--- config.mk ---
export PLATFORM = sky130hd
export DESIGN_NAME = temp_sample_filter
export DESIGN_NICKNAME = d
export VERILOG_FILES = /design/src/rtl/temp_sample_filter.sv
export SDC_FILE = /design/constraint.sdc
export NUM_CORES = 1
export LEC_CHECK = 0
export ABC_AREA = 1
export CORE_AREA = 2 2 100 102
export DETAILED_ROUTE_END_ITERATION = 10
export DIE_AREA = 0 0 102 104
export HOLD_SLACK_MARGIN = 0.08
export PLACE_DENSITY_LB_ADDON = 0.05
export SKIP_CTS_REPAIR_TIMING = 1
export SLEW_MARGIN = 20
export SYNTH_ARGS = -nofsm -noshare
export SYNTH_HDL_FRONTEND = slang
export SYNTH_SLANG_ARGS = --single-unit
--- constraint.sdc ---
create_clock -name clk -period 2.9 [get_ports clk]
set_clock_uncertainty 0.1 [all_clocks]
set_input_delay 0.58 -clock clk [delete_from_list [all_inputs] [get_ports clk]]
set_output_delay 0.58 -clock clk [all_outputs]
set_load 0.005 [all_outputs]
--- src/rtl/temp_sample_filter.sv ---
// Temperature sample conditioner: outlier gate, power-of-two moving average and
// sensor-silence detection feeding the controller's current_temp input.
module temp_sample_filter #(
  parameter int AVG_LOG2     = 2,
  parameter int SPIKE_LIMIT  = 8,
  parameter int REJECT_MAX   = 3,
  parameter int STALE_CYCLES = 1000
) (
  input  logic       clk,
  input  logic       reset,
  input  logic [7:0] sample_in,
  input  logic       sample_valid,
  output logic [7:0] current_temp,
  output logic       temp_valid,
  output logic       sample_rejected,
  output logic       sensor_stale
);

  // state | meaning
  // FILL  | window not yet full, every sample stored unchecked
  // RUN   | window full, samples pass through the outlier gate

  localparam int W  = 1 << AVG_LOG2;
  localparam int SW = 8 + AVG_LOG2;
  localparam int PW = (AVG_LOG2 > 0) ? AVG_LOG2 : 1;
  localparam int RW = (REJECT_MAX > 1) ? $clog2(REJECT_MAX) : 1;
  localparam int TW = $clog2(STALE_CYCLES + 1);

  typedef enum logic {FILL, RUN} state_t;

  state_t          state_q, state_d;
  logic [7:0]      sample_buf [W];
  logic [SW-1:0]   sum;
  logic [PW-1:0]   wp;
  logic [PW-1:0]   fill_cnt;
  logic [RW-1:0]   rej_cnt;
  logic [TW-1:0]   idle_left;
  logic [8:0]      diff;
  logic            outlier;
  logic            do_write, do_flush, do_discard;

  always_comb begin
    state_d    = state_q;
    do_write   = 1'b0;
    do_flush   = 1'b0;
    do_discard = 1'b0;
    if (sample_in >= current_temp) diff = {1'b0, sample_in} - {1'b0, current_temp};
    else                           diff = {1'b0, current_temp} - {1'b0, sample_in};
    outlier = (diff > 9'(SPIKE_LIMIT));
    if (sample_valid) begin
      case (state_q)
        FILL: begin
          do_write = 1'b1;
          if (fill_cnt == PW'(W - 1)) state_d = RUN;
        end
        RUN: begin
          if (!outlier)                            do_write   = 1'b1;
          else if (rej_cnt == RW'(REJECT_MAX - 1)) do_flush   = 1'b1;
          else                                     do_discard = 1'b1;
        end
        default: state_d = FILL;
      endcase
    end
  end

  // idle_left counts down from STALE_CYCLES; terminal count means stale
  assign sensor_stale = (idle_left == '0);

  always_ff @(posedge clk) begin
    if (reset) begin
      state_q         <= FILL;
      sum             <= '0;
      wp              <= '0;
      fill_cnt        <= '0;
      rej_cnt         <= '0;
      idle_left       <= TW'(STALE_CYCLES);
      current_temp    <= '0;
      temp_valid      <= 1'b0;
      sample_rejected <= 1'b0;
      for (int i = 0; i < W; i++) sample_buf[i] <= '0;
    end else begin
      state_q         <= state_d;
      sample_rejected <= do_discard;

      if (do_write) begin
        sample_buf[wp] <= sample_in;
        sum            <= sum - SW'(sample_buf[wp]) + SW'(sample_in);
        wp             <= (wp == PW'(W - 1)) ? '0 : wp + 1'b1;
        rej_cnt        <= '0;
        if (state_q == FILL) fill_cnt <= fill_cnt + 1'b1;
      end else if (do_flush) begin
        // persistent outliers mean a genuine step: snap the whole window to it
        for (int i = 0; i < W; i++) sample_buf[i] <= sample_in;
        sum     <= SW'(sample_in) << AVG_LOG2;
        rej_cnt <= '0;
      end else if (do_discard) begin
        rej_cnt <= rej_cnt + 1'b1;
      end

      if (sample_valid)          idle_left <= TW'(STALE_CYCLES);
      else if (idle_left != '0)  idle_left <= idle_left - 1'b1;

      if (!sensor_stale) begin
        current_temp <= (state_q == RUN) ? 8'(sum >> AVG_LOG2) : 8'd0;
        temp_valid   <= (state_q == RUN);
      end
    end
  end

endmodule

==> metrics.txt <==
status=complete, but fails checks; failing checks=negative setup slack; pin count of the biggest net entering global routing=19; reg2reg setup slack=-10 ps; hold path start=sum[0]$_SDFFE_PP0P_; num ports=22; Syn Inst Count=615; Vias/cell=5.10; Post-DP Area=5510 um2; worst hold path class=register to register; fmax=0.344 GHz; share of layout cells above drive strength 1=29.1%; DRC viols=0; clock transition at the registers of the reported paths=90 ps; Slew Limit Headroom=58.4%; Final Worst Setup Slack=-9.96 ps; sequential area share after synthesis=37.7%; Worst-Skew Late Latency=360 ps; Least-Margin Pin Slew=622 ps; total of warnings raised by yosys=0; startpoint types=register; Detailed Place HPWL=9790 um; Mean Syn Cell Area=7.52 um2; final setup vio count=2; period utilisation layout=100%; pwr dens=561 nW/um2; initial antenna violation count=0; Slew Limit Fails=0; all-layer global routing usage=24.1%; First DRT Iteration DRCs=192; Multi-input gate area=2910 um2; Critical Path AT=3100 ps; post-synthesis net count=669; Max clock buf depth=2; Clock Sinks=71; CP Max Fanout=14; Final ANT Viol Nets=0; vias=4370; Finished Core Util=66.1%; Post-Route WL=12800 um; kind of critical path=register to register; RSZ-0062 raised after global routing=true; leak pwr=0.00284 uW; Seq. cell area=1750 um2; n_diodes=0; TritonCTS clock tree=yes; crit path time final=2910 ps; Area Overhead vs Synth=36.4%; Max-cap violations=0; CTS Buf Count=9; WHS Path Cells=2; Die Span Y=104 um; post-layout total power=3540 uW; cells on worst reg2reg path=16; Worst VDD drop=0.324 mV; R2R Path End=sum[9]$_SDFFE_PP0P_; #FFs+latches synth=71; RD Place Congestion=0.887; # fillers=846; final instance area=6310 um2; WHS Endpoint=sum[0]$_SDFFE_PP0P_; worst path required time=3090 ps; Initial Util=48.4%; Worst Hold Slack=347 ps; final-stage net count=773; Hold Violations, Final=0; Routed wire per std cell=14.9 um; Die Wd=102 um; Synth cell types=29; Initial DRT Pass Iterations=5; Worst setup EP type=register; overall die area=10600 um2; vias in the first global route=4222; cell row count=36; Root Driver=clkbuf_8; global-route wire length before repair=19800 um; CORE AREA=9550 um2; H-tree lvl count=3; total gr overflow=0; port bufs=21; mapped cell area=4620 um2; setup TNS=-12.6 ps
==> layer usage <==
metal / vias up / GRT usage [%] / share of wire [%]
met1: 2060 / 31.8 / 45
li1: 2207 / - / -
met2: 85 / 39.6 / 49
met4: 0 / 8.86 / 2.0
met3: 18 / 3.83 / 3.7
met5: - / 0 / 0
==> stage by stage <==
stage                     instances  setup slack, ps
after floorplan                 615            -28.3
after global placement          833             -770
after detailed placement        833             -844
after CTS                       849             -477
after global routing            857             -202
final                           857            -9.96
==> worst max-delay path, stage by stage, from the launching register on <==
cell     delay, ps
dfxtp_2        340
buf_8          140
o21ai_0        260
o22ai_1        110
buf_4          150
fa_1           480
inv_1           60
ha_4           280
nand2_1         60
nor2_2         140
nand3_1        110
nand4_1        120
xor2_1         150
nand3_1         90
nand2_1         70
nand2_1         50
a21oi_1        130
==> cells in the final DEF (no fill, tap or decap), types with 2 or more instances in the layout <==
| master | n |
|---|---|
| nand2_1 | 128 |
| inv_1 | 81 |
| buf_4 | 75 |
| nor2_1 | 43 |
| dfxtp_1 | 35 |
| nand3_1 | 34 |
| o21ai_1 | 32 |
| a21oi_1 | 32 |
| edfxtp_1 | 32 |
| nand2_2 | 20 |
| o21ai_0 | 20 |
| ha_1 | 19 |
| o21ai_2 | 16 |
| inv_2 | 13 |
| ha_4 | 13 |
| clkdlybuf4s50_1 | 13 |
| nand2_4 | 10 |
| a21oi_2 | 9 |
| clkbuf_8 | 9 |
| nor2_2 | 8 |
| nand4_1 | 7 |
| xor2_1 | 7 |
| fa_1 | 7 |
| dlymetal6s2s_1 | 7 |
| buf_6 | 6 |
| o211ai_1 | 5 |
| o22ai_2 | 5 |
| nor2_4 | 4 |
| xnor2_1 | 4 |
| o22ai_1 | 3 |
| fa_2 | 3 |
| inv_6 | 3 |
| nand3_2 | 2 |
| xor2_2 | 2 |
| dfxtp_2 | 2 |
| dfxtp_4 | 2 |
| bufinv_16 | 2 |
| buf_8 | 2 |
==> logic make-up after synthesis <==
| kind of cell | share of synthesized area [%] |
|---|---|
| AOI/OAI and AO/OA | 13.9 |
| adders and majority gates | 13.3 |
| buffers and inverters | 9.07 |
| and+or+nand+nor | 23.7 |
| xor gates and xnor gates | 2.46 |
| DFF | 37.7 |
==> final cells by class <==
type                    count  area share (%)
repair buffers            104            14.2
well taps                 133            2.64
clock buffers               9            1.96
multi-input cells         438            46.1
inverters                  95            5.69
flip-flops and latches     71            27.8
clock inverters             7            1.59
==> how the worst max path moves through the flow <==
| stage | to | slack (ps) |
|---|---|---|
| CTS | sample_buf[2][0]$_DFFE_PP_ | -480 |
| global placement | sample_buf[1][3]$_DFFE_PP_ | -770 |
| global route | sum[9]$_SDFFE_PP0P_ | -200 |
| finish | sum[9]$_SDFFE_PP0P_ | -10 |
| detailed placement | sample_buf[2][0]$_DFFE_PP_ | -840 |
| floorplan | sample_buf[0][0]$_DFFE_PP_ | -30 |
==> Yosys cell counts <==
master / number / area [um2]
a21o_1: 1 / 7.51
a21oi_1: 41 / 205
buf_2: 2 / 10.0
buf_4: 1 / 7.51
buf_6: 2 / 22.5
clkbuf_1: 6 / 22.5
dfxtp_1: 39 / 781
edfxtp_1: 32 / 961
fa_1: 10 / 200
ha_1: 33 / 413
inv_1: 95 / 357
nand2_1: 147 / 552
nand2_2: 9 / 56.3
nand2_4: 2 / 22.5
nand3_1: 35 / 175
nand3_2: 1 / 10.0
nand3b_1: 1 / 7.51
nand4_1: 7 / 43.8
nor2_1: 53 / 199
nor2_2: 1 / 6.26
nor2_4: 1 / 11.3
nor3_1: 1 / 5.00
o211ai_1: 5 / 37.5
o21ai_0: 34 / 170
o21ai_1: 34 / 170
o22ai_1: 8 / 50.1
or3_1: 1 / 6.26
xnor2_1: 4 / 35.0
xor2_1: 9 / 78.8
==> flip-flops by register name (all words and copies together) (netlist names), named ones only <==
signal           cells
fill_cnt             2
current_temp         8
state_q              1
sum                 10
temp_valid           1
idle_left           10
wp                   2
sample_rejected      1
sample_buf          32
rej_cnt              2
==> report_power, final <==
| group | switching (uW) | internal (uW) | total (uW) | leakage [uW] |
|---|---|---|---|---|
| combinational | 778 | 691 | 1470 | 0.00207 |
| clock | 418 | 494 | 912 | 0.000115 |
| sequential | 43.2 | 1110 | 1160 | 0.000653 |
Power figures use the tool's default switching activity.
